**config.mk**
```make
export PLATFORM = sky130hd
export DESIGN_NAME = pwm_capture
export DESIGN_NICKNAME = d
export VERILOG_FILES = /design/src/rtl/pwm_pkg.sv /design/src/rtl/pwm_duty_div.sv /design/src/rtl/pwm_capture.sv
export SDC_FILE = /design/constraint.sdc
export NUM_CORES = 1
export LEC_CHECK = 0
export ABC_AREA = 0
export CAP_MARGIN = 0
export CORE_AREA = 5 5 165 246
export CTS_CLUSTER_DIAMETER = 200
export DETAILED_ROUTE_END_ITERATION = 8
export DIE_AREA = 0 0 170 251
export PLACE_DENSITY = 0.67
export SYNTH_ARGS = -nofsm -noshare
export SYNTH_HDL_FRONTEND = slang
export SYNTH_SLANG_ARGS = --single-unit
```
**constraint.sdc**
```tcl
create_clock -name clk -period 7.19 [get_ports clk]
set_input_delay 1.438 -clock clk [delete_from_list [all_inputs] [get_ports clk]]
set_output_delay 1.438 -clock clk [all_outputs]
set_load 0.1 [all_outputs]
```
**src/rtl/pwm_pkg.sv**
```systemverilog
// pwm_pkg: definitions shared across the PWM subsystem.
//   PWM_CNT_W    - width of the period/high-time counters and results
//   PWM_DUTY_W   - width of the duty-cycle result (0..100 fits in 7 bits)
//   PWM_DUTY_MAX - full-scale duty value in percent
//   cap_state_e  - state encoding of the pwm_capture measurement FSM
package pwm_pkg;

  localparam int PWM_CNT_W    = 32;
  localparam int PWM_DUTY_W   = 7;
  localparam int PWM_DUTY_MAX = 100;

  typedef enum logic [1:0] {
    CAP_IDLE,
    CAP_HIGH,
    CAP_LOW
  } cap_state_e;

endpackage

```
**src/rtl/pwm_duty_div.sv**
```systemverilog
// pwm_duty_div: sequential restoring divider computing
//   quotient = floor(high * 100 / period), one quotient bit per cycle, MSB first.
// Ports:
//   clk, rstn      - clock, asynchronous active-low reset
//   start          - load operands (ignored-free: caller only pulses when !busy)
//   high, period   - operands; high <= period guarantees a 7-bit quotient
//   busy           - high from the load cycle until the last step completes
//   done           - one-cycle pulse after the seventh step; quotient valid then
//   quotient       - result, held until the next start
module pwm_duty_div
  import pwm_pkg::*;
(
  input  logic                  clk,
  input  logic                  rstn,
  input  logic                  start,
  input  logic [PWM_CNT_W-1:0]  high,
  input  logic [PWM_CNT_W-1:0]  period,
  output logic                  busy,
  output logic                  done,
  output logic [PWM_DUTY_W-1:0] quotient
);

  // high * 100 needs 32 + 7 bits; one spare bit keeps the shifted divisor in range.
  localparam int REM_W = PWM_CNT_W + 8;

  logic [REM_W-1:0]     rem_reg;
  logic [PWM_CNT_W-1:0] dvs_reg;
  logic [2:0]           step_reg;
  logic [REM_W-1:0]     dvs_shift;
  logic [REM_W:0]       trial;

  // Compare against period << step instead of shifting the remainder: the
  // dividend is known to be below period * 2^7, so 7 trial subtractions suffice.
  always_comb begin
    dvs_shift = REM_W'(dvs_reg) << step_reg;
    trial     = {1'b0, rem_reg} - {1'b0, dvs_shift};
  end

  always_ff @(posedge clk or negedge rstn) begin
    if (!rstn) begin
      rem_reg  <= '0;
      dvs_reg  <= '0;
      step_reg <= '0;
      busy     <= 1'b0;
      done     <= 1'b0;
      quotient <= '0;
    end else begin
      done <= 1'b0;
      if (start) begin
        rem_reg  <= REM_W'(high) * REM_W'(PWM_DUTY_MAX);
        dvs_reg  <= period;
        step_reg <= 3'd6;
        busy     <= 1'b1;
        quotient <= '0;
      end else if (busy) begin
        // A clear borrow bit means the trial subtraction fits: keep it, emit a 1.
        quotient <= {quotient[PWM_DUTY_W-2:0], ~trial[REM_W]};
        if (!trial[REM_W]) begin
          rem_reg <= trial[REM_W-1:0];
        end
        if (step_reg == 3'd0) begin
          busy <= 1'b0;
          done <= 1'b1;
        end else begin
          step_reg <= step_reg - 3'd1;
        end
      end
    end
  end

endmodule

```
**src/rtl/pwm_capture.sv**
```systemverilog
// pwm_capture: measures an incoming PWM waveform (period, high time, duty %).
// Optional glitch filter compiled in with macro PWM_CAPTURE_FILTER_EN.
// Parameters:
//   CLK_FREQ       - clock frequency in Hz
//   TIMEOUT_CYCLES - cycles since the last rising edge before the line is stuck
//   FILTER_LEN     - glitch-filter length in cycles (filter builds only)
// Ports:
//   clk, rstn      - clock, asynchronous active-low reset
//   pwm_in         - asynchronous PWM input
//   period_count   - cycles between the last two rising edges
//   high_count     - cycles from rising edge to the following falling edge
//   duty_percent   - floor(high_count * 100 / period_count)
//   valid          - one-cycle pulse when new results are presented
//   stuck          - high while the line is timed out
//   overrun        - one-cycle pulse when a measurement is dropped (divider busy)
module pwm_capture
  import pwm_pkg::*;
#(
  parameter int CLK_FREQ       = 50_000_000,
  parameter int TIMEOUT_CYCLES = CLK_FREQ / 10,
  parameter int FILTER_LEN     = 4
) (
  input  logic                  clk,
  input  logic                  rstn,
  input  logic                  pwm_in,
  output logic [PWM_CNT_W-1:0]  period_count,
  output logic [PWM_CNT_W-1:0]  high_count,
  output logic [PWM_DUTY_W-1:0] duty_percent,
  output logic                  valid,
  output logic                  stuck,
  output logic                  overrun
);

  if (FILTER_LEN < 1) begin : g_bad_filter_len
    $error("pwm_capture: FILTER_LEN must be at least 1");
  end

  logic [1:0]           sync_reg;
  logic                 pin;
  logic                 pin_prev_reg;
  logic                 rise;
  logic                 fall;
  cap_state_e           state_reg;
  logic [PWM_CNT_W-1:0] cyc_cnt_reg;
  logic [PWM_CNT_W-1:0] high_cnt_reg;
  logic [PWM_CNT_W-1:0] shadow_period_reg;
  logic [PWM_CNT_W-1:0] shadow_high_reg;
  logic [PWM_CNT_W-1:0] close_high;
  logic                 div_start;
  logic                 div_busy;
  logic                 div_done;
  logic [PWM_DUTY_W-1:0] div_quo;

  always_ff @(posedge clk or negedge rstn) begin
    if (!rstn) begin
      sync_reg <= '0;
    end else begin
      sync_reg <= {sync_reg[0], pwm_in};
    end
  end

`ifdef PWM_CAPTURE_FILTER_EN
  localparam int FCNT_W = $clog2(FILTER_LEN + 1);

  logic [FCNT_W-1:0] filt_cnt_reg;
  logic              filt_reg;

  // The filtered level follows the synchronized input only after FILTER_LEN
  // consecutive samples disagree with it; any agreeing sample restarts the count.
  always_ff @(posedge clk or negedge rstn) begin
    if (!rstn) begin
      filt_cnt_reg <= '0;
      filt_reg     <= 1'b0;
    end else if (sync_reg[1] == filt_reg) begin
      filt_cnt_reg <= '0;
    end else if (filt_cnt_reg == FCNT_W'(FILTER_LEN - 1)) begin
      filt_reg     <= sync_reg[1];
      filt_cnt_reg <= '0;
    end else begin
      filt_cnt_reg <= filt_cnt_reg + FCNT_W'(1);
    end
  end

  assign pin = filt_reg;
`else
  assign pin = sync_reg[1];
`endif

  always_ff @(posedge clk or negedge rstn) begin
    if (!rstn) begin
      pin_prev_reg <= 1'b0;
    end else begin
      pin_prev_reg <= pin;
    end
  end

  assign rise = pin & ~pin_prev_reg;
  assign fall = ~pin & pin_prev_reg;

  // A rise while still HIGH (no fall seen) counts the whole period as high time.
  assign close_high = (state_reg == CAP_HIGH) ? cyc_cnt_reg : high_cnt_reg;
  assign div_start  = rise && (state_reg != CAP_IDLE) && !div_busy;

  pwm_duty_div u_div (
    .clk      (clk),
    .rstn     (rstn),
    .start    (div_start),
    .high     (close_high),
    .period   (cyc_cnt_reg),
    .busy     (div_busy),
    .done     (div_done),
    .quotient (div_quo)
  );

  always_ff @(posedge clk or negedge rstn) begin
    if (!rstn) begin
      state_reg         <= CAP_IDLE;
      cyc_cnt_reg       <= '0;
      high_cnt_reg      <= '0;
      shadow_period_reg <= '0;
      shadow_high_reg   <= '0;
      period_count      <= '0;
      high_count        <= '0;
      duty_percent      <= '0;
      valid             <= 1'b0;
      stuck             <= 1'b0;
      overrun           <= 1'b0;
    end else begin
      valid   <= 1'b0;
      overrun <= 1'b0;

      // Shadow registers may be reloaded on this same edge by a new capture;
      // the outputs take the values captured for the finishing division.
      if (div_done) begin
        period_count <= shadow_period_reg;
        high_count   <= shadow_high_reg;
        duty_percent <= div_quo;
        valid        <= 1'b1;
      end

      if (rise) begin
        cyc_cnt_reg <= PWM_CNT_W'(1);
        stuck       <= 1'b0;
        state_reg   <= CAP_HIGH;
        if (state_reg != CAP_IDLE) begin
          if (div_busy) begin
            overrun <= 1'b1;
          end else begin
            shadow_period_reg <= cyc_cnt_reg;
            shadow_high_reg   <= close_high;
          end
        end
      end else begin
        if (cyc_cnt_reg != '1) begin
          cyc_cnt_reg <= cyc_cnt_reg + PWM_CNT_W'(1);
        end
        if (state_reg == CAP_HIGH && fall) begin
          high_cnt_reg <= cyc_cnt_reg;
          state_reg    <= CAP_LOW;
        end
        // Timeout overrides a coincident fall; no division can be pending here.
        if (state_reg != CAP_IDLE && cyc_cnt_reg >= PWM_CNT_W'(TIMEOUT_CYCLES)) begin
          state_reg    <= CAP_IDLE;
          stuck        <= 1'b1;
          valid        <= 1'b1;
          period_count <= '0;
          high_count   <= '0;
          duty_percent <= pin ? PWM_DUTY_W'(PWM_DUTY_MAX) : '0;
        end
      end
    end
  end

endmodule

```
After elaboration in Yosys (flattened, before gate mapping)
Index checks and enable logic that the tools add are counted.

Mux-type cells: 38. Multipliers: 1. Shift-type cells: 1. Bitwise gates (word level): 7. Eq/ne operators: 4. Divide/modulo/power cells: 0. Add/sub/neg operators: 3. $lt $le $gt $ge: 1. Reductions and logical operators: 15.

Operator list (number): 2-to-1 mux 32 bit (9); 2-to-1 mux 40 bit (3); 2-to-1 mux 7 bit (6); subtractor 40 x 40 -> 41 bit (1); << shifter 32 x 3 -> 40 bit (1); multiplier 32 x 5 -> 37 bit (second input constant) (1); adder 32 x 1 -> 32 bit (second input constant) (1); greater-or-equal comparator 32 x 23 -> 1 bit (second input constant) (1); inequality test 32 bit (second input constant) (1); 2-to-1 mux 1 bit (14); 2-to-1 mux 3 bit (3); nonzero test 2 bit (4); 2-to-1 mux 2 bit (3); AND reduction 2 bit (3); NOT 1 bit (5); logical AND 1 bit (4); inequality test 2 bit (second input constant) (2); zero test 3 bit (1); AND reduction 3 bit (1); nonzero test 3 bit (1); subtractor 3 x 1 -> 3 bit (second input constant) (1); bitwise AND 1 bit (2); == test 2 x 1 -> 1 bit (second input constant) (1); zero test 1 bit (1).

Bits in read-only memories: 0. RAM bits: 0. Flip-flop bits (word level): 291. Input port bits: 3. Memories: 0. Bits in latches: 0. Word-level logic and storage cells: 89.

Logic depth before layout (Yosys ltp)
Gate-level depths: netlist of run 1.

Depth after elaboration: 6. Gate-level depth with buffers: 21. Depth with buffers taken out: 18.

Cells and area by module
Synthesis of run 1 repeated with hierarchy kept, for this count alone.

Cells, all modules: 1889. Area total of the unflattened synthesis: 19422.4 sq um.

By module, submodules not included: pwm_duty_div (sequential area each 2102.0 sq um, instances 1, area each 10364.9 sq um, cells each 1160); pwm_capture (sequential area each 5180.0 sq um, instances 1, area each 9057.4 sq um, cells each 729).

Worst setup path after synthesis of run 1
Ideal clock, no wire load.

Path kind: reg-to-reg. Start point: reg state_reg[1]. End point: reg u_div.rem_reg[38]. Period minus slack after synthesis: 5.007 ns. Buffers on the path: 2. Cell stages (with the launch flop): 21. Data required time: 7.047 ns. Slack: 2.183 ns. Data arrival time: 4.864 ns. Library setup time: 0.143 ns. Cells stage by stage: dfrtp_1 -> nor2b_1 -> clkbuf_1 -> clkbuf_1 -> mux2i_1 -> inv_1 -> ha_1 -> ha_1 -> inv_1 -> fa_1 -> inv_1 -> ha_1 -> o21ai_0 -> a31oi_1 -> a31oi_1 -> a31oi_1 -> a41oi_2 -> a21oi_1 -> a311oi_2 -> xnor2_1 -> a22oi_1.

RTL lines: start, declared (RTL line pwm_capture.sv:43) `cap_state_e state_reg;`; start signal, assigned (RTL line pwm_capture.sv:117) `state_reg <= CAP_IDLE;`; start signal, assigned (RTL line pwm_capture.sv:144) `state_reg <= CAP_HIGH;`; start signal, assigned (RTL line pwm_capture.sv:159) `state_reg <= CAP_LOW;`; == test 2 x 1 -> 1 bit (RTL line pwm_capture.sv:101) `assign close_high = (state_reg == CAP_HIGH) ? cyc_cnt_reg : high_cnt_reg;`; 2-to-1 mux 32 bit (RTL line pwm_capture.sv:101); named net close_high[6] (RTL line pwm_capture.sv:48) `logic [PWM_CNT_W-1:0] close_high;`; multiplier 32 x 5 -> 37 bit (RTL line pwm_duty_div.sv:50) `rem_reg <= REM_W'(high) * REM_W'(PWM_DUTY_MAX);`; 2-to-1 mux 40 bit (RTL line pwm_duty_div.sv:49) `if (start) begin`; end signal, assigned (RTL line pwm_duty_div.sv:50); end signal, assigned (RTL line pwm_duty_div.sv:59) `rem_reg <= trial[REM_W-1:0];`; end, declared (RTL line pwm_duty_div.sv:26) `logic [REM_W-1:0] rem_reg;`.

The timed path passes the listed nets, and every way through them passes these cells. A chain may end at the register's enable or synchronous reset.

Worst setup path in the final report of run 1
Same ends and word-level chain as after synthesis.

==> summary.md, run 1 <==
| Metric | Value |
|---|---|
| GRT overflow | `0` |
| Number of synthesized flops with an enable pin | `0` |
| Fmax | `174 MHz` |
| Largest net degree at the start of global routing | `139` |
| Layout cell share with drive strength beyond 1 | `8.31%` |
| Clock Latency Late Sink | `0.58 ns` |
| Die W | `170 um` |
| Fin Setup TNS | `0 ns` |
| Worst r2r dst | `u_div.rem_reg[38]$_DFFE_PN0P_` |
| Post-Synthesis Cells | `1,946` |
| Dpl hpwl | `35,800 um` |
| Cts repair resizes | `0` |
| Flip-flop count of the largest register after layout | `40` |
| Critical path class | `register to register` |
| RSZ-0062 raised after global routing | `false` |
| Most common cell after layout, fill and taps aside | `dfrtp_1` |
| I/O pin count | `77` |
| Worst Tran Pin Value | `1.04 ns` |
| Iter 0 DRT Violations | `735` |
| Die Area | `42,700 um2` |
| Hold Vio Cnt, Final | `0` |
| FF+latch count, synth | `291` |
| Root Buffer Master | `clkbuf_16` |
| Setup crit start kind | `register` |
| # setup viols final | `0` |
| Post-Route Skew | `0.0301 ns` |
| Worst R2R Setup Slack | `1.45 ns` |
| Clock buffer depth | `3` |
| Synth Warn # | `0` |
| Hold Path Sink | `sync_reg[1]$_DFF_PN0_` |
| GRT Util Overall | `22.6%` |
| Share of the synthesized area in the top cell type | `38.7%` |
| First-pass GRT wire length | `78,200 um` |
| Worst Path Buf+Inv | `3` |
| Crit path arrival time | `6.14 ns` |
| Starting Density | `49.2%` |
| Reg2reg path depth | `18` |
| Max_cap viols | `0` |
| Syn avg cell area | `9.67 um2` |
| Crit path max-delay cell type | `nor2b_4` |
| Placed Cells | `2,440` |
| Worst setup EP type | `register` |
| Top_reg_cell synth | `dfrtp_1` |
| CP startpoint | `state_reg[1]$_DFFE_PN0P_` |
| P_leak | `10.7 nW` |
| Via-to-Cell Ratio | `5.61` |
| H-Tree Depth | `1` |
| Cell Chain, Critical Path | `nor2b_4 -> mux2i_1 -> inv_1 -> ha_1 -> ha_1 -> inv_1 -> fa_1 -> inv_1 -> ha_1 -> nand2_1 -> o31ai_1 -> a221oi_1 -> a31oi_1 -> a41oi_2 -> a21oi_1 -> a311oi_2 -> xnor2_1 -> a22oi_1` |
| Crit path required time | `7.59 ns` |
| Synth Net Count | `2,121` |
| Distinct cell type count after synthesis | `83` |
| Hold path depth | `0` |
| Cts hold-fix bufs | `0` |
| Worst vdd ir | `0.237 mV` |
| Largest stage delay, worst path | `0.67 ns` |
| Commonest non-fill, non-tap cells in the layout | `dfrtp_1 (288), nand2_1 (281), nor2_1 (167)` |
| Largest area contributor in the netlist | `dfrtp_1` |
| Area of the mapped netlist | `18,800 um2` |
| Hold Path Class | `register to register` |
| Status | `complete, no violations` |
| Port buffer count | `76` |
| Ranking of synthesized cells by area | `dfrtp_1 (39%), ha_1 (9.6%), mux2i_1 (8.7%)` |
| Seq/Total Area, Yosys | `38.7%` |
| WL final | `48,100 um` |
| Vias in the first global route | `14,400` |
| P&R area growth vs syn | `11.1%` |
| Total number of vias | `14,000` |
| RD Place Congestion | `0.889` |
| Reg2reg start | `state_reg[1]$_DFFE_PN0P_` |
| Initial antenna violation count | `0` |
| TritonCTS clock tree | `yes` |
| Post-CTS setup buffer count | `0` |
| Fin. max-slew vios | `0` |
| Cell Count, Final, Fillers Out | `2,493` |
| Critical-path maximum fanout | `24` |
| Hold slack | `0.359 ns` |
| Die height | `251 um` |
| Final ANT Viol Nets | `0` |
| Period utilization | `79.9%` |
| Power per cell area | `356 nW/um2` |
| Slew headroom | `30.6%` |
| Total CTS buffers | `29` |
| Async S/R FF share, synth | `100%` |
| Clk slew on worst S/H paths | `0.07 ns` |
| Clk sinks | `291` |
| Area of the core | `38,200 um2` |
| CP top delay family | `compound AO/OA/AOI/OAI gates` |
| Antenna fix cells | `0` |
| Per-cell routed wire length | `19.3 um` |
| DRT Pass-1 Iters | `5` |
| Site row count | `88` |
| Min Tclk post-route | `5.74 ns` |
| # DRC | `0` |
| Final-layout fill cell count | `3,393` |
| Util after Layout | `54.7%` |
| Min-Delay Startpoint | `sync_reg[0]$_DFF_PN0_` |
| Nets | `2,151` |
-- metal layers --
| layer | share of wire [%] | global-route usage [%] |
|---|---|---|
| met3 | 3.0 | 2.19 |
| met1 | 43 | 29.8 |
| met5 | 0 | 0 |
| met2 | 51 | 39.4 |
| met4 | 3.1 | 7.03 |
-- logic make-up after synthesis --
logic type | after synthesis | share of synthesized area [%]
compound gates | 335 | 11.8
simple gates | 581 | 13.4
xor+xnor | 84 | 3.91
flops | 291 | 38.7
mux | 231 | 14.1
fa+ha+maj | 172 | 12.5
buf+inv | 252 | 5.58
-- stage by stage --
| stage | setup slack, ns | cell area [um2] | total power, mW |
|---|---|---|---|
| 6_report | 1.45 | 20900 | 7.44 |
| 3_5_place_dp | 1.53 | 19900 | 5.86 |
| 5_1_grt | 1.10 | 20900 | 7.93 |
| 4_1_cts | 1.49 | 20900 | 7.47 |
| 2_1_floorplan | 2.18 | 18800 | 5.07 |
| 3_3_place_gp | 1.65 | 19900 | 5.81 |
-- area by class of cell --
class / instances / area [um2] / area share (%)
Multi-Input combinational cell: 1403 / 10500 / 50.3
Sequential cell: 291 / 7290 / 34.9
Inverter: 158 / 593 / 2.84
Timing Repair Buffer: 93 / 906 / 4.33
Clock buffer: 35 / 768 / 3.68
Tap cell: 495 / 619 / 2.96
Clock inverter: 18 / 215 / 1.03
-- worst register-to-register path: cells and delay by family (launching register included) --
| family | cells | cell delay (ns) |
|---|---|---|
| AND/OR/NAND/NOR | 2 | 0.81 |
| flip-flops | 1 | 0.42 |
| XOR/XNOR | 1 | 0.18 |
| buffers and inverters | 3 | 0.23 |
| AO/OA/AOI/OAI | 7 | 1.79 |
| multiplexers | 1 | 0.65 |
| adder cells (fa/ha/maj) | 4 | 1.49 |
-- how the worst max path moves through the flow --
| stage | slack, ns | to | cells after the start |
|---|---|---|---|
| global placement | 1.65 | u_div.rem_reg[38]$_DFFE_PN0P_ | 18 |
| finish | 1.45 | u_div.rem_reg[38]$_DFFE_PN0P_ | 18 |
| detailed placement | 1.53 | u_div.rem_reg[38]$_DFFE_PN0P_ | 18 |
| CTS | 1.49 | u_div.rem_reg[38]$_DFFE_PN0P_ | 18 |
| global route | 1.10 | u_div.rem_reg[38]$_DFFE_PN0P_ | 18 |
| floorplan | 2.18 | u_div.rem_reg[38]$_DFFE_PN0P_ | 20 |
-- synthesized netlist by cell type (15+ instances only) --
library cell / count
a21o_1: 39
a21oi_1: 82
a31oi_1: 15
clkbuf_1: 66
dfrtp_1: 291
fa_1: 27
ha_1: 145
inv_1: 157
mux2_2: 45
mux2i_1: 164
mux4_2: 22
nand2_1: 281
nand3_1: 20
nand4_1: 20
nor2_1: 168
nor3_1: 15
o21ai_0: 86
xnor2_1: 51
xor2_1: 33
-- power by group --
group          switching (mW)  internal (mW)  total, mW
Sequential              0.240           1.91       2.15
Combinational            2.23           1.48       3.71
Clock                   0.701          0.885       1.59
(Power assumes the default switching activity.)
==> inputs of run 2 (changes only) <==
- PLACE_DENSITY: 0.67 -> 0.7
- clock period: 7.19 -> 5.1 ns (I/O delays scaled with it)
==> run 2 against run 1 <==
Against the previous run: first-iteration DRC count is 14% higher; count of clock-buffer cells in the layout is 2 lower; sequential cell count stayed put; hold slack worse by 0.0049 ns; clock skew is 0.0079 ns lower; total power is 39% higher; register-to-register slack worse by 1.3 ns; sequential power is 41% higher; via count is 1.6% higher; critical path type unchanged; highest routed layer unchanged.
==> summary.md, run 2 (synthesized netlist as in run 1, its figures left out) <==
| Metric | Value |
|---|---|
| Cts hold-fix bufs | `0 (unchanged)` |
| TritonCTS clock tree | `yes` |
| Cell Chain, Critical Path | `nor2b_4 -> buf_12 -> mux2i_2 -> inv_1 -> ha_1 -> ha_1 -> inv_1 -> fa_1 -> inv_1 -> ha_1 -> a21o_1 -> a221o_1 -> a21oi_1 -> o21ai_1 -> a41oi_1 -> o221ai_1 -> a31oi_1 -> xor2_1 -> a221oi_1` |
| Total number of vias | `14,200 (+1.6%)` |
| Max_cap viols | `0 (unchanged)` |
| Root Buffer Master | `clkbuf_16` |
| Crit path arrival time | `5.30 ns (-0.84 ns)` |
| Area of the core | `38,200 um2 (unchanged)` |
| Port buffer count | `76 (unchanged)` |
| GR Layer Usage met2 | `39.8% (+0.41 points)` |
| GRT Util Overall | `22.4% (-0.26 points)` |
| Fmax | `203 MHz (+17%)` |
| Starting Density | `49.2% (unchanged)` |
| Clk slew on worst S/H paths | `0.07 ns (about the same)` |
| Worst Path Buf+Inv | `4 (+1)` |
| Hold Path Class | `register to register` |
| Worst vdd ir | `0.391 mV (+65%)` |
| Clk sinks | `291 (unchanged)` |
| # DRC | `0 (unchanged)` |
| GRT overflow | `0 (unchanged)` |
| H-Tree Depth | `1 (unchanged)` |
| Clock Latency Late Sink | `0.56 ns (-0.02 ns)` |
| RSZ-0062 raised after global routing | `true` |
| Grt peak-use layer | `met2` |
| DRT Pass-1 Iters | `5 (unchanged)` |
| Period utilization | `96.6% (+17 points)` |
| Nets | `2,195 (+2.0%)` |
| Flip-flop count of the largest register after layout | `40 (unchanged)` |
| Most common cell after layout, fill and taps aside | `dfrtp_1` |
| # setup viols final | `0 (unchanged)` |
| Global Route met3 Usage | `1.76% (-0.42 points)` |
| Critical path class | `register to register` |
| Die height | `251 um (unchanged)` |
| Via-to-Cell Ratio | `5.61 (about the same)` |
| Min Tclk post-route | `4.93 ns (-0.816 ns)` |
| Fin. max-slew vios | `0 (unchanged)` |
| Antenna fix cells | `0 (unchanged)` |
| Clock buffer depth | `3 (unchanged)` |
| Layout cell share with drive strength beyond 1 | `10.4% (+2.1 points)` |
| WL final | `48,000 um (-0.18%)` |
| Hold Vio Cnt, Final | `0 (unchanged)` |
| Commonest non-fill, non-tap cells in the layout | `dfrtp_1 (288), nand2_1 (281), nor2_1 (167)` |
| Site row count | `88 (unchanged)` |
| Initial antenna violation count | `0 (unchanged)` |
| Fin Setup TNS | `0 ns (unchanged)` |
| Total CTS buffers | `27 (-6.9%)` |
| Iter 0 DRT Violations | `841 (+14%)` |
| Final ANT Viol Nets | `0 (unchanged)` |
| Final-layout fill cell count | `3,332 (-1.8%)` |
| Worst Tran Pin Value | `1.05 ns (+0.0155 ns)` |
| Largest stage delay, worst path | `0.49 ns (-0.18 ns)` |
| Vias in the first global route | `14,500 (+0.53%)` |
| P&R area growth vs syn | `12.8%` |
| First-pass GRT wire length | `77,400 um (-1.0%)` |
| Power per cell area | `489 nW/um2 (+37%)` |
| Met1 usage | `28.9% (-0.89 points)` |
| Per-cell routed wire length | `19.0 um (-1.8%)` |
| Critical-path maximum fanout | `35 (+46%)` |
| RD Place Congestion | `0.898 (+1.0%)` |
| Cell area after layout | `21,200 um2 (+1.5%)` |
| Post-route worst setup slack | `0.173 ns (-1.27 ns)` |
| Slew headroom | `29.6% (-1.0 points)` |
| Dpl hpwl | `36,200 um (+1.2%)` |
| I/O pin count | `77 (unchanged)` |
| Crit path required time | `5.47 ns (-2.12 ns)` |
| Worst setup EP type | `register` |
| Die Area | `42,700 um2 (unchanged)` |
| Crit path max-delay cell type | `fa_1` |
| Post-place setup slack | `0.110 ns (-1.42 ns)` |
| CP top delay family | `compound AO/OA/AOI/OAI gates` |
| Setup crit start kind | `register` |
| Largest net degree at the start of global routing | `116 (-17%)` |
| DP Area | `20,300 um2 (+2.0%)` |
| Die W | `170 um (unchanged)` |
| Post-Route Skew | `0.0222 ns (-0.00788 ns)` |
| P_leak | `10.9 nW (+1.6%)` |
| Status | `complete, no violations` |
[run 2: worst paths after layout]
| check | cells past startpoint | start | slack [ns] | to |
|---|---|---|---|---|
| max | 19 | state_reg[1]$_DFFE_PN0P_ | 0.17 | u_div.rem_reg[35]$_DFFE_PN0P_ |
| min | 0 | sync_reg[0]$_DFF_PN0_ | 0.35 | sync_reg[1]$_DFF_PN0_ |
| max reg2reg | 19 | state_reg[1]$_DFFE_PN0P_ | 0.17 | u_div.rem_reg[35]$_DFFE_PN0P_ |
| min reg2reg | 0 | sync_reg[0]$_DFF_PN0_ | 0.35 | sync_reg[1]$_DFF_PN0_ |
| max in group asynchronous | 2 | rstn | 3.57 | high_count[2]$_DFF_PN0_ |
| min in group asynchronous | 1 | rstn | 0.56 | high_count[18]$_DFF_PN0_ |
[run 2: layout make-up]
class                      instances  area (um2)  area share, %
multi-input combinational       1403       10500           49.7
sequential                       291        7290           34.4
timing repair buffer             139        1300           6.13
clock buffer                      33         718           3.39
tap                              495         619           2.92
inverter                         158         593           2.80
clock inverter                    15         146          0.690
[run 2: power breakdown]
part           total (mW)  internal (mW)  switching (mW)
Combinational        5.31           2.17            3.14
Sequential           3.04           2.69           0.355
Clock                2.02           1.11           0.914
[run 2: worst register-to-register path, cell delays in order, from the launching register on]
cell	delay, ns
dfrtp_1	0.42
nor2b_4	0.14
buf_12	0.25
mux2i_2	0.36
inv_1	0.09
ha_1	0.30
ha_1	0.28
inv_1	0.05
fa_1	0.49
inv_1	0.05
ha_1	0.35
a21o_1	0.21
a221o_1	0.34
a21oi_1	0.15
o21ai_1	0.15
a41oi_1	0.34
o221ai_1	0.19
a31oi_1	0.25
xor2_1	0.22
a221oi_1	0.11
[run 2: layer usage]
metal	share of wire [%]	vias up
li1	-	6855
met1	42	6958
met2	51	317
met3	4.0	84
met4	2.8	0
met5	0	-
[run 2: metrics by stage]
step	hold WS, ns	util (%)	instances	power [mW]
after global routing	0.357	55.5	2534	11.0
after detailed placement	0.340	53.2	2486	8.31
after CTS	0.355	55.4	2534	10.4
final	0.354	55.5	2534	10.4
after global placement	0.333	53.2	2486	8.21
after floorplan	0.331	-	1946	7.14
[run 2: repair_timing]
item / CTS / global route
setup endpoints to repair: 0 / 9
gates resized for setup: 0 / 9
buffers inserted: 0 / 0
==> variant 1 (config.mk and constraints of run 2) <==
`PWM_DUTY_W`: 7 -> 8. Comments in the files are not updated.
--- a/src/rtl/pwm_pkg.sv
+++ b/src/rtl/pwm_pkg.sv
@@ -8,3 +8,3 @@
   localparam int PWM_CNT_W    = 32;
-  localparam int PWM_DUTY_W   = 7;
+  localparam int PWM_DUTY_W   = 8;
   localparam int PWM_DUTY_MAX = 100;
Ports: changed (resized duty_percent); port bits go from 77 to 78. No check against the original RTL was run, so the function may have changed too.
==> variant 1 against run 2 <==
Wire length increased by 6.4%; sequential cell count grew 2; power increased by 0.52%; worst setup slack improved by 0.10 ns; cell area is 1.6% higher; die area stayed put; largest cell class unchanged; synthesized area grew 0.84%.
==> variant 1: results (changes against run 2) <==
stage,metric,value,unit,change
finish,drive_gt1_share,10.45,%,about the same
global_routing,grt_pass1_vias,14860,,was 14520
worst_setup_path,crit_fanout,16,,was 35
power_and_ir_drop,p_leak,11.01,nW,was 10.86 nW
worst_setup_path,reg2reg_slack,0.27,ns,was 0.17 ns
global_routing,gr-usage-met1,30.31,%,was 28.90%
route,dr.pass1.iters,5,,unchanged
worst_setup_path,r2r_cells,20,,was 19
worst_setup_path,crit_start,state_reg[0],,was state_reg[1]
finish,final_cells,2591,,was 2534
yosys,ys_seq_area_share,38.65,%,was 38.71%
power_and_ir_drop,ir_drop,290.8,uV,was 391.2 uV
clock_network,numCtsBuffers,28,,was 27
yosys,synth_common_cells,"nand2_1, dfrtp_1, nor2_1",,"was dfrtp_1, nand2_1, nor2_1"
route,vias_per_cell,5.719,,was 5.609
clock_network,insertion_delay,0.59,ns,was 0.56 ns
timing,clock.fmax,207.2,MHz,was 202.9 MHz
clock_network,cts_buffer_depth,3,,unchanged
global_routing,track_usage,23.91,%,was 22.36%
yosys,syn_avg_cell_area,9.485,sq um,was 9.666 sq um
route,post_drt_wl_per_cell,19.73,microns,was 18.96 microns
route,wl_met3,2199,microns,was 1920 microns
status,outcome,"finished, final reports clean",,unchanged
place,io_buffers,77,,was 76
power_and_ir_drop,combinationalPower,5.09,mW,was 5.31 mW
power_and_ir_drop,seq_power,3.13,mW,was 3.04 mW
worst_setup_path,cp-endpoint,u_div.rem_reg[25],,was u_div.rem_reg[35]
route,drt-initial-drc-count,790,,was 841
timing,relSlewSlack,22.70,%,was 29.61%
global_routing,met2_usage,41.10,%,was 39.82%
timing,finalClockSkew,0.03567,ns,was 0.02224 ns
global_routing,grt_max_degree,99,,was 116
global_routing,grt_pass1_wl,82120,microns,was 77410 microns
yosys,synth_area_leaders,"dfrtp_1, ha_1, mux2i_1, nand2_1, nor2_1",,unchanged
place,dp_slack,0.1543,ns,was 0.1103 ns
power_and_ir_drop,total_power,10.43,mW,was 10.38 mW
worst_setup_path,r2r_end,u_div.rem_reg[25],,was u_div.rem_reg[35]
route,wl_met2,26040,microns,was 24730 microns
worst_setup_path,arrival,5.22,ns,was 5.30 ns
worst_setup_path,cpLargestDelayFamily,adder cells,,was compound AO/OA/AOI/OAI gates
finish,final_nets,2249,,was 2195
timing,holdWs,0.3785,ns,was 0.3537 ns
finish,largest_register_ffs,40,,unchanged
route,met1_length,20260,microns,was 20030 microns
global_routing,grtUsageMet3,2.391,%,was 1.762%
place,dp.final_hpwl,39110,microns,was 36230 microns
place,place_congestion,1.021,,was 0.8978
place,dpl.cell_count,2539,,was 2486
clock_network,cts.htree.levels,1,,unchanged
yosys,synth.distinct_cells,75,,was 83
power_and_ir_drop,p_sw,4.428,mW,was 4.410 mW
[variant 1: timing repair]
item | in CTS | in global routing
resized for setup | 0 | 9
buffers inserted | 0 | 0
setup endpoints to repair | 0 | 11
[variant 1: final cells by class]
cell class | count | area, sq um
Clock buffer | 37 | 784.5
Clock inverter | 15 | 198.9
Fill cell | 3318 | 16660
Inverter | 153 | 574.3
Multi-Input combinational cell | 1454 | 10710
Sequential cell | 293 | 7338
Tap cell | 495 | 619.3
Timing Repair Buffer | 144 | 1320
[variant 1: logic make-up (layout without fill, tap and decap cells)]
logic type	after synthesis	after routing	share of synthesized area (%)
flip-flops	293	293	38.65
AND/OR/NAND/NOR	621	621	13.98
multiplexers	219	219	13.44
XOR/XNOR	95	95	4.386
AO/OA/AOI/OAI	347	347	11.90
buffers and inverters	253	349	5.237
adder cells (fa/ha/maj)	172	172	12.41
[variant 1: through the flow]
stage	TNS [ns]	area, sq um
after global placement	0	20530
after detailed placement	0	20530
after global routing	-0.01992	21550
after CTS	0	21510
final	0	21550
after floorplan	0	18970
==> variant 2 (settings of run 2) <==
Made on the original files. Re-encode `cap_state_e` (3 states) as one-hot, 3 bits wide.
--- a/src/rtl/pwm_pkg.sv
+++ b/src/rtl/pwm_pkg.sv
@@ -11,6 +11,6 @@
 
-  typedef enum logic [1:0] {
-    CAP_IDLE,
-    CAP_HIGH,
-    CAP_LOW
+  typedef enum logic [2:0] {
+    CAP_IDLE = 3'b001,
+    CAP_HIGH = 3'b010,
+    CAP_LOW  = 3'b100
   } cap_state_e;
Behaviour: no difference found for any inputs over 4 cycles, from zero or initial values and one cycle with rstn low; so few cycles prove little.
==> variant 2 against run 2 <==
Non-clock buffer count increased by 50; worst setup slack worse by 0.0047 ns; highest routed layer unchanged; cell area rose by 3.7%; critical path depth is 2 higher; power is 1.2% higher; synthesized cell count up 3.5%; synthesized area is 0.20% higher; first-iteration DRC count increased by 23%; wire length is 8.7% higher; final cell count up 4.4%; sequential cell count grew 1.
==> variant 2: results (changes against run 2) <==
stage,metric,value,unit,change
status,outcome,"finished, final reports clean",,unchanged
worst_setup_path,r2r_cells,21,,was 19
route,wl,52200,microns,was 48040 microns
worst_setup_path,reg2reg_slack,0.17,ns,
power_and_ir_drop,p_leak,10.99,nW,was 10.86 nW
clock_network,cts.htree.levels,1,,unchanged
worst_setup_path,crit_start,state_reg[2],,was state_reg[1]
power_and_ir_drop,p_sw,4.474,mW,was 4.410 mW
global_routing,grt_pass1_wl,83060,microns,was 77410 microns
finish,final_nets,2305,,was 2195
global_routing,track_usage,24.18,%,was 22.36%
yosys,synth_area_leaders,"dfrtp_1, ha_1, mux2i_1, nand2_1, nor2_1",,unchanged
power_and_ir_drop,p_clk,2.03,mW,
clock_network,root_buffer,clkbuf_16,,unchanged
timing,clock.fmax,202.7,MHz,was 202.9 MHz
finish,largest_register_ffs,40,,unchanged
worst_setup_path,crit_fanout,14,,was 35
power_and_ir_drop,ir_drop,303.6,uV,was 391.2 uV
worst_hold_path,hp-class,flop to flop,,unchanged
route,vias_per_cell,5.701,,was 5.609
global_routing,antenna_found_initial,0,,unchanged
finish,num_antenna_cells,0,,unchanged
timing,relSlewSlack,32.20,%,was 29.61%
yosys,syn-num-nets,2188,,was 2121
power_and_ir_drop,seq_power,3.07,mW,
route,post-route-drc-count,0,,unchanged
yosys,synth.distinct_cells,75,,was 83
place,dp_slack,0.009992,ns,was 0.1103 ns
timing,finalClockSkew,0.03341,ns,was 0.02224 ns
power_and_ir_drop,power_density,477.7,mW/mm^2,was 489.2 mW/mm^2
clock_network,insertion_delay,0.58,ns,was 0.56 ns
clock_network,path_clk_slew,0.07,ns,about the same
yosys,ys_seq_area_share,38.77,%,was 38.71%
global_routing,grt_pass1_vias,15410,,was 14520
clock_network,cts_buffer_depth,3,,unchanged
yosys,yosys_warnings,0,,unchanged
worst_setup_path,arrival,5.34,ns,was 5.30 ns
clock_network,numCtsBuffers,26,,was 27
place,dp.final_hpwl,39380,microns,was 36230 microns
yosys,synth_common_cells,"nand2_1, dfrtp_1, nor2_1",,"was dfrtp_1, nand2_1, nor2_1"
finish,fill_cells,3248,,was 3332
global_routing,grt_max_degree,105,,was 116
route,drt-initial-drc-count,1031,,was 841
finish,drive_gt1_share,13.76,%,was 10.45%
place,io_buffers,76,,unchanged
yosys,synthArstFlopShare,100.0,%,unchanged
worst_setup_path,cp-endpoint,u_div.rem_reg[36],,was u_div.rem_reg[35]
place,place_congestion,0.9520,,was 0.8978
route,dr.pass1.iters,5,,unchanged
variant 2: changes by cell type after synthesis, sizes merged, moves of 12 or more:
cell | before | now
a211oi | 12 | 29
a21oi | 83 | 115
inv | 157 | 133
mux2i | 164 | 129
nand2 | 281 | 329
nor2 | 169 | 185
o211ai | 3 | 15
variant 2: cells by family after synthesis:
group                    count (synthesis)  synth area share [%]
buffers and inverters                  233                 4.839
AO/OA/AOI/OAI                          366                 12.41
multiplexers                           203                 12.59
XOR/XNOR                                84                 3.903
flip-flops                             292                 38.77
adder cells (fa/ha/maj)                171                 12.39
AND/OR/NAND/NOR                        665                 15.10
variant 2: final cells by class:
| cell class | count | area, sq um | area share [%] |
|---|---|---|---|
| timing repair buffer | 189 | 1705 | 7.754 |
| inverter | 133 | 499.2 | 2.270 |
| multi-input combinational | 1489 | 10970 | 49.89 |
| tap | 495 | 619.3 | 2.816 |
| clock inverter | 10 | 122.6 | 0.5575 |
| sequential | 292 | 7317 | 33.27 |
| clock buffer | 38 | 755.7 | 3.436 |
variant 2: layer usage:
layer / up-vias / GRT usage (%) / share of wire [%]
met1: 7331 / 30.02 / 40
met3: 149 / 2.737 / 4.2
met5: - / 0 / 0
met4: 0 / 12.95 / 6.3
li1: 7195 / - / -
met2: 409 / 41.18 / 50
variant 2: worst min-delay path by stage:
| stage | startpoint | to | slack [ns] | cells past startpoint |
|---|---|---|---|---|
| 2_1_floorplan | sync_reg[0] | sync_reg[1] | 0.33 | 0 |
| 3_3_place_gp | sync_reg[0] | sync_reg[1] | 0.34 | 0 |
| 3_5_place_dp | sync_reg[0] | sync_reg[1] | 0.34 | 0 |
| 4_1_cts | sync_reg[0] | sync_reg[1] | 0.35 | 0 |
| 5_1_grt | sync_reg[0] | sync_reg[1] | 0.37 | 0 |
| 6_report | sync_reg[0] | sync_reg[1] | 0.35 | 0 |
variant 2: worst max-delay path: stages, from the launching register on:
cell,delay [ns]
dfrtp_2,0.44
nor3b_4,0.31
buf_6,0.16
buf_12,0.15
mux2_2,0.36
ha_1,0.31
ha_1,0.28
inv_1,0.05
fa_1,0.50
inv_1,0.04
ha_1,0.30
nand4_1,0.13
buf_4,0.18
nor2_1,0.14
a211oi_2,0.11
o31ai_2,0.35
a31oi_2,0.17
o31ai_2,0.32
a21o_1,0.16
a21oi_1,0.07
xor2_1,0.17
o21ai_0,0.10
variant 2: timing repair:
| item | 4_1_cts | 5_1_grt |
|---|---|---|
| gates resized for setup | 1 | 62 |
| hold buffers | 0 | 0 |
| setup endpoints to repair | 2 | 12 |
| buffers inserted | 0 | 12 |
| pin swaps | 0 | 23 |
| cloned | 0 | 2 |
variant 2: through the flow:
step                cells  cell area, sq um
global placement     2584             20650
floorplan            2014             18860
finish               2646             21990
global route         2646             21990
detailed placement   2584             20650
CTS                  2632             21530
